[src/rtl/axi4lite_reg_slave_if.sv]
// AXI4-Lite bus bundle shared by the register slave and whatever drives it.
// The master modport is the issuing side; the slave modport is the responding side.
interface axi4lite_reg_slave_if #(
  parameter int AW = 32
);
  logic [AW-1:0] awaddr;
  logic [2:0]    awprot;
  logic          awvalid;
  logic          awready;
  logic [31:0]   wdata;
  logic [3:0]    wstrb;
  logic          wvalid;
  logic          wready;
  logic [1:0]    bresp;
  logic          bvalid;
  logic          bready;
  logic [AW-1:0] araddr;
  logic [2:0]    arprot;
  logic          arvalid;
  logic          arready;
  logic [31:0]   rdata;
  logic [1:0]    rresp;
  logic          rvalid;
  logic          rready;

  modport master (
    output awaddr, awprot, awvalid, input awready,
    output wdata, wstrb, wvalid,    input wready,
    input  bresp, bvalid,           output bready,
    output araddr, arprot, arvalid, input arready,
    input  rdata, rresp, rvalid,    output rready
  );

  modport slave (
    input  awaddr, awprot, awvalid, output awready,
    input  wdata, wstrb, wvalid,    output wready,
    output bresp, bvalid,           input bready,
    input  araddr, arprot, arvalid, output arready,
    output rdata, rresp, rvalid,    input rready
  );
endinterface

[src/rtl/axi4lite_reg_slave.sv]
// AXI4-Lite slave fronting NREG 32-bit control registers, with independently captured
// AW/W beats, byte-masked writes, SLVERR for out-of-range words and per-register write pulses.
module axi4lite_reg_slave #(
  parameter int AW   = 32,
  parameter int NREG = 8
) (
  input  logic                 clk,
  input  logic                 reset,
  axi4lite_reg_slave_if.slave  bus,
  output logic [NREG*32-1:0]   regs_q,
  output logic [NREG-1:0]      wr_pulse
);

  localparam int         IDXW        = (NREG > 1) ? $clog2(NREG) : 1;
  localparam logic [1:0] RESP_OKAY   = 2'b00;
  localparam logic [1:0] RESP_SLVERR = 2'b10;

  function automatic logic in_range(input logic [AW-1:0] addr);
    return (addr >> 2) < AW'(NREG);
  endfunction

  logic            aw_hold_q, aw_hold_d;
  logic            w_hold_q, w_hold_d;
  logic [AW-1:0]   awaddr_q, awaddr_d;
  logic [31:0]     wdata_q, wdata_d;
  logic [3:0]      wstrb_q, wstrb_d;
  logic            bvalid_q, bvalid_d;
  logic [1:0]      bresp_q, bresp_d;
  logic            rvalid_q, rvalid_d;
  logic [31:0]     rdata_q, rdata_d;
  logic [1:0]      rresp_q, rresp_d;
  logic [31:0]     mem_q [NREG];
  logic [31:0]     mem_d [NREG];
  logic [NREG-1:0] wr_pulse_q, wr_pulse_d;

  logic            aw_hs, w_hs, ar_hs, commit;
  logic [IDXW-1:0] widx, ridx;
  logic            unused_prot;

  // Ready outputs come only from registered state, never from the valid inputs.
  assign bus.awready = !aw_hold_q && !bvalid_q;
  assign bus.wready  = !w_hold_q  && !bvalid_q;
  assign bus.arready = !rvalid_q;
  assign bus.bvalid  = bvalid_q;
  assign bus.bresp   = bresp_q;
  assign bus.rvalid  = rvalid_q;
  assign bus.rdata   = rdata_q;
  assign bus.rresp   = rresp_q;

  assign aw_hs  = bus.awvalid && bus.awready;
  assign w_hs   = bus.wvalid  && bus.wready;
  assign ar_hs  = bus.arvalid && bus.arready;
  assign commit = aw_hold_q && w_hold_q;
  assign widx   = awaddr_q[IDXW+1:2];
  assign ridx   = bus.araddr[IDXW+1:2];

  assign unused_prot = ^{bus.awprot, bus.arprot};

  // NOTE: the next-state block uses blocking assignments and defaults every _d first,
  // so no path leaves a value unassigned and no latch is inferred.
  always_comb begin
    aw_hold_d  = aw_hold_q;
    w_hold_d   = w_hold_q;
    awaddr_d   = awaddr_q;
    wdata_d    = wdata_q;
    wstrb_d    = wstrb_q;
    bvalid_d   = bvalid_q;
    bresp_d    = bresp_q;
    rvalid_d   = rvalid_q;
    rdata_d    = rdata_q;
    rresp_d    = rresp_q;
    mem_d      = mem_q;
    wr_pulse_d = '0;

    if (aw_hs) begin
      aw_hold_d = 1'b1;
      awaddr_d  = bus.awaddr;
    end
    if (w_hs) begin
      w_hold_d = 1'b1;
      wdata_d  = bus.wdata;
      wstrb_d  = bus.wstrb;
    end

    // Holds can only fill while bvalid is low, so commit and B release never overlap.
    if (commit) begin
      aw_hold_d = 1'b0;
      w_hold_d  = 1'b0;
      bvalid_d  = 1'b1;
      if (in_range(awaddr_q)) begin
        for (int b = 0; b < 4; b++) begin
          if (wstrb_q[b]) mem_d[widx][8*b +: 8] = wdata_q[8*b +: 8];
        end
        wr_pulse_d[widx] = 1'b1;
        bresp_d          = RESP_OKAY;
      end else begin
        bresp_d = RESP_SLVERR;
      end
    end else if (bvalid_q && bus.bready) begin
      bvalid_d = 1'b0;
    end

    // Reads sample mem_q, so a same-edge commit to the same word returns the old value.
    if (ar_hs) begin
      rvalid_d = 1'b1;
      if (in_range(bus.araddr)) begin
        rdata_d = mem_q[ridx];
        rresp_d = RESP_OKAY;
      end else begin
        rdata_d = '0;
        rresp_d = RESP_SLVERR;
      end
    end else if (rvalid_q && bus.rready) begin
      rvalid_d = 1'b0;
    end
  end

  always_ff @(posedge clk or posedge reset) begin
    if (reset) begin
      aw_hold_q  <= 1'b0;
      w_hold_q   <= 1'b0;
      awaddr_q   <= '0;
      wdata_q    <= '0;
      wstrb_q    <= '0;
      bvalid_q   <= 1'b0;
      bresp_q    <= RESP_OKAY;
      rvalid_q   <= 1'b0;
      rdata_q    <= '0;
      rresp_q    <= RESP_OKAY;
      wr_pulse_q <= '0;
      // NOTE: the register bank is reset like any other flop because fabric logic
      // relies on every control register reading zero after reset.
      for (int k = 0; k < NREG; k++) mem_q[k] <= '0;
    end else begin
      aw_hold_q  <= aw_hold_d;
      w_hold_q   <= w_hold_d;
      awaddr_q   <= awaddr_d;
      wdata_q    <= wdata_d;
      wstrb_q    <= wstrb_d;
      bvalid_q   <= bvalid_d;
      bresp_q    <= bresp_d;
      rvalid_q   <= rvalid_d;
      rdata_q    <= rdata_d;
      rresp_q    <= rresp_d;
      wr_pulse_q <= wr_pulse_d;
      for (int k = 0; k < NREG; k++) mem_q[k] <= mem_d[k];
    end
  end

  for (genvar k = 0; k < NREG; k++) begin : g_flat
    assign regs_q[32*k +: 32] = mem_q[k];
  end
  assign wr_pulse = wr_pulse_q;

endmodule

[src/flat_wrapper.sv]
// flat-port wrapper written by rule: the top's interface ports become plain ports
module axi4lite_reg_slave_flat 
#(
  parameter int AW   = 32,
  parameter int NREG = 8
)
  (clk, reset, regs_q, wr_pulse, bus_awaddr, bus_awprot, bus_awvalid, bus_awready, bus_wdata, bus_wstrb, bus_wvalid, bus_wready, bus_bresp, bus_bvalid, bus_bready, bus_araddr, bus_arprot, bus_arvalid, bus_arready, bus_rdata, bus_rresp, bus_rvalid, bus_rready);
  axi4lite_reg_slave_if #(.AW(AW)) bus_i ();
  input  logic clk;
  input  logic reset;
  output logic [NREG*32-1:0] regs_q;
  output logic [NREG-1:0] wr_pulse;
  input wire logic [$bits(bus_i.awaddr)-1:0] bus_awaddr;
  input wire logic [$bits(bus_i.awprot)-1:0] bus_awprot;
  input wire logic [$bits(bus_i.awvalid)-1:0] bus_awvalid;
  output wire logic [$bits(bus_i.awready)-1:0] bus_awready;
  input wire logic [$bits(bus_i.wdata)-1:0] bus_wdata;
  input wire logic [$bits(bus_i.wstrb)-1:0] bus_wstrb;
  input wire logic [$bits(bus_i.wvalid)-1:0] bus_wvalid;
  output wire logic [$bits(bus_i.wready)-1:0] bus_wready;
  output wire logic [$bits(bus_i.bresp)-1:0] bus_bresp;
  output wire logic [$bits(bus_i.bvalid)-1:0] bus_bvalid;
  input wire logic [$bits(bus_i.bready)-1:0] bus_bready;
  input wire logic [$bits(bus_i.araddr)-1:0] bus_araddr;
  input wire logic [$bits(bus_i.arprot)-1:0] bus_arprot;
  input wire logic [$bits(bus_i.arvalid)-1:0] bus_arvalid;
  output wire logic [$bits(bus_i.arready)-1:0] bus_arready;
  output wire logic [$bits(bus_i.rdata)-1:0] bus_rdata;
  output wire logic [$bits(bus_i.rresp)-1:0] bus_rresp;
  output wire logic [$bits(bus_i.rvalid)-1:0] bus_rvalid;
  input wire logic [$bits(bus_i.rready)-1:0] bus_rready;
  assign bus_i.awaddr = bus_awaddr;
  assign bus_i.awprot = bus_awprot;
  assign bus_i.awvalid = bus_awvalid;
  assign bus_awready = bus_i.awready;
  assign bus_i.wdata = bus_wdata;
  assign bus_i.wstrb = bus_wstrb;
  assign bus_i.wvalid = bus_wvalid;
  assign bus_wready = bus_i.wready;
  assign bus_bresp = bus_i.bresp;
  assign bus_bvalid = bus_i.bvalid;
  assign bus_i.bready = bus_bready;
  assign bus_i.araddr = bus_araddr;
  assign bus_i.arprot = bus_arprot;
  assign bus_i.arvalid = bus_arvalid;
  assign bus_arready = bus_i.arready;
  assign bus_rdata = bus_i.rdata;
  assign bus_rresp = bus_i.rresp;
  assign bus_rvalid = bus_i.rvalid;
  assign bus_i.rready = bus_rready;
  axi4lite_reg_slave #(.AW(AW), .NREG(NREG)) u_core (.clk(clk), .reset(reset), .bus(bus_i), .regs_q(regs_q), .wr_pulse(wr_pulse));
endmodule
[config.mk]
export PLATFORM = sky130hd
export DESIGN_NAME = axi4lite_reg_slave_flat
export DESIGN_NICKNAME = d
export VERILOG_FILES = /design/src/rtl/axi4lite_reg_slave_if.sv /design/src/rtl/axi4lite_reg_slave.sv /design/src/flat_wrapper.sv
export SDC_FILE = /design/constraint.sdc
export NUM_CORES = 1
export LEC_CHECK = 0
export BUFFER_PORTS_ARGS = -buffer_cell sky130_fd_sc_hd__buf_2
export CORE_MARGIN = 3
export CORE_UTILIZATION = 45
export DETAILED_ROUTE_END_ITERATION = 8
export GPL_ROUTABILITY_DRIVEN = 0
export HOLD_SLACK_MARGIN = 0.03
export PLACE_DENSITY = 0.7
export SLEW_MARGIN = 20
export SYNTH_ARGS = -nofsm -noshare
export SYNTH_HDL_FRONTEND = slang
export SYNTH_SLANG_ARGS = --single-unit
[constraint.sdc]
create_clock -name clk -period 26.7 [get_ports clk]
set_input_delay 2.67 -clock clk [delete_from_list [all_inputs] [get_ports clk]]
set_output_delay 2.67 -clock clk [all_outputs]
set_load 0.1 [all_outputs]
==> impl_metrics.json <==
{
  "tritoncts": "built",
  "grt_max_degree": 98,
  "final.min_clock_period_ps": 4536,
  "ys.flop_type": "dfrtp_1",
  "finalPower_w": 0.001468,
  "initial_core_util_pct": 46.26,
  "numCtsBuffers": 41,
  "status": "complete, no violations",
  "netlist_instances": 1005,
  "cp_max_fo": 97,
  "wl_um": 45500,
  "synth.most_common_cell": "dfrtp_1",
  "netlist_area_um2": 16220,
  "start_kind": "input pin",
  "fin_setup_tns_ps": 0,
  "crit_type": "in -> async",
  "clock_power_share_pct": 38.6,
  "die_h_um": 195.8,
  "max_slew.worst_pin.slew_ps": 1069,
  "ys_seq_area_share_pct": 56.79,
  "slowest_delay_ps": 890,
  "fmax_ghz": 0.2205,
  "synth_commonest_cells": "dfrtp_1, mux2_2, mux4_2",
  "drtIter0Drc": 482,
  "ys_async_sr_fraction_pct": 100.0,
  "clkLatencyLatePin_ps": 530,
  "drive_above_1_share_pct": 62.66,
  "core_area_um2": 35050,
  "antenna_found_initial": 6,
  "hp-class": "reg -> reg",
  "clock_skew_ps": 12.72,
  "hpwl_um": 30520,
  "grt_pass1_vias": 11060,
  "overflow": 0,
  "avgViaCountPerCell": 5.524,
  "synth.area.top_cells": "dfrtp_1, mux2_2, mux4_2, mux2i_1, nand4_4",
  "comb_power_share_pct": 13.3,
  "netlist-cell-type-count": 41,
  "syn_avg_cell_area_um2": 16.14,
  "area_growth_pct": 23.66,
  "n_fill_cell": 2873,
  "vias": 10530,
  "yosysWarnings": 0,
  "hold_violations": 0,
  "crit_required_ps": 27210,
  "rsz0062_at_grt": "false",
  "cap_violations": 0,
  "multi_input_area_um2": 6715,
  "synth_top_area_share_pct": 56.79,
  "end_kind": "async pin",
  "slew_headroom_pct": 28.36,
  "slowest_stage": "buf_4",
  "htreeDepth": 2,
  "ant_nets": 0,
  "io-pin-count": 418,
  "cts_post_setup_buffers_inserted": 0,
  "setup_viol": 0,
  "vdd_drop_max_mv": 0.1288,
  "dr.pass1.iters": 5,
  "critical_path.top_delay_family": "buffers and inverters",
  "cts_resized": 0,
  "rows": 68,
  "cts.sinks": 368,
  "synth-seq-cells": 368,
  "slew_viol_final": 0,
  "power_density_nw_per_um2": 73.19,
  "grt_pass1_wl_um": 69380,
  "synth-edff-count": 0,
  "p_seq_share_pct": 48.1,
  "die-area_um2": 38350,
  "min_from": "u_core.bus.rdata[7]$_DFFE_PP0P_",
  "internal_power_w": 0.001040,
  "die_w_um": 195.8,
  "netSwitchingPower_w": 0.0004276,
  "p_leak_nw": 10.72,
  "cp.arrival_ps": 5050,
  "cp_num_buf_inv": 4,
  "wl_per_cell_um": 23.87,
  "path_clk_slew_ps": 50,
  "numPortBuffers": 405,
  "grt_usage_pct": 23.48,
  "ctsHoldBuffers": 0,
  "cts.path.max_buffers": 3,
  "period_share_pct": 16.99,
  "yosysTopAreaCell": "dfrtp_1",
  "crit_top_cell": "buf_4",
  "root_buffer": "clkbuf_16",
  "switching_share_pct": 29.13,
  "num-nets-final": 1532,
  "reg2reg_from": "u_core.awaddr_q[4]$_DFFE_PP0P_",
  "register_area_um2": 9209,
  "drc_errors": 0,
  "crit_chain": "buf_2, inv_8, buf_4, buf_4",
  "startpoint": "reset"
}
-- state kept, by name (all words and copies together) (netlist names) --
signal,flops
u_core.awaddr_q,30
u_core.regs_q,256
u_core.w_hold_q,1
u_core.bus.rdata,32
u_core.bus.bresp,1
u_core.wr_pulse,8
u_core.aw_hold_q,1
u_core.wdata_q,32
u_core.bus.rresp,1
u_core.bus.bvalid,1
u_core.bus.rvalid,1
u_core.wstrb_q,4
-- placed cells by master (no fill, tap or decap), drive strengths merged, types with 3 or more instances in the layout --
master / instances
nand3: 9
clkbuf: 59
and4: 4
buf: 421
nor2: 10
mux2: 322
nand4: 18
bufinv: 3
nor4: 11
dfrtp: 368
inv: 7
clkinv: 10
and3: 5
o21ai: 35
mux2i: 32
mux4: 64
nor3: 10
nand2: 44
-- per-layer routing --
layer  vias to the layer above  track usage, %  share of wire, %
met5                         -               0              0.11
met3                        66           5.495               7.1
met1                      5494           31.87                42
met2                       367           38.86                48
met4                         8           5.308               2.1
li1                       4593               -                 -
-- worst register-to-register path, stage by stage (launching register included) --
cell and delay, ps:
dfrtp_1 600, nor2b_1 840, nand2_1 320, nor3_4 570
mux2_2 410
-- cell families (layout without fill, tap and decap cells) --
family | Yosys count | count (layout) | share of synthesized area (%)
mux | 418 | 418 | 33.55
flops | 368 | 368 | 56.79
simple gates | 123 | 123 | 6.566
compound gates | 38 | 38 | 1.219
buf+inv | 57 | 500 | 1.859
other cells | 1 | 4 | 0.02312
-- cell type report --
cell class / instances / area share [%]
clock buffer: 59 / 6.065
multi-input combinational: 581 / 33.49
tap: 455 / 2.839
antenna: 2 / 0.02496
clock inverter: 14 / 0.7799
timing repair buffer: 421 / 10.73
inverter: 6 / 0.1497
sequential: 368 / 45.92
-- power by group through the flow --
stage               Combinational (W)  Sequential [W]  Clock (W)
floorplan                    0.000155        0.000686          0
global placement             0.000193        0.000713          0
detailed placement           0.000198        0.000716          0
CTS                          0.000199        0.000706   0.000579
global route                 0.000211        0.000719   0.000603
finish                       0.000195        0.000706   0.000567
-- path summary, 6_finish.rpt --
check	slack [ps]	to	depth (start not counted)
setup / recovery	22160	u_core.regs_q[136]$_DFFE_PP0P_	4
hold / removal	480	u_core.bus.rdata[7]$_DFFE_PP0P_	2
setup reg to reg	23850	u_core.regs_q[184]$_DFFE_PP0P_	4
hold reg to reg	480	u_core.bus.rdata[7]$_DFFE_PP0P_	2
max in group clk	22280	u_core.bus.rdata[31]$_DFFE_PP0P_	5
min in group asynchronous	2230	u_core.wdata_q[28]$_DFFE_PP0P_	2
-- through the flow --
step	hold WS, ps	instances	setup WS (ps)	utilization (%)	cell area [um^2]
finish	476.1	1906	22160	57.21	20050
global route	506.3	1905	21750	57.20	20050
floorplan	481.1	1006	13810	-	16220
global placement	456.3	1831	21510	53.28	18680
CTS	478.1	1904	22050	57.19	20050
detailed placement	465.3	1831	21480	53.28	18680
Note: power is estimated with default switching activity, not from simulation.
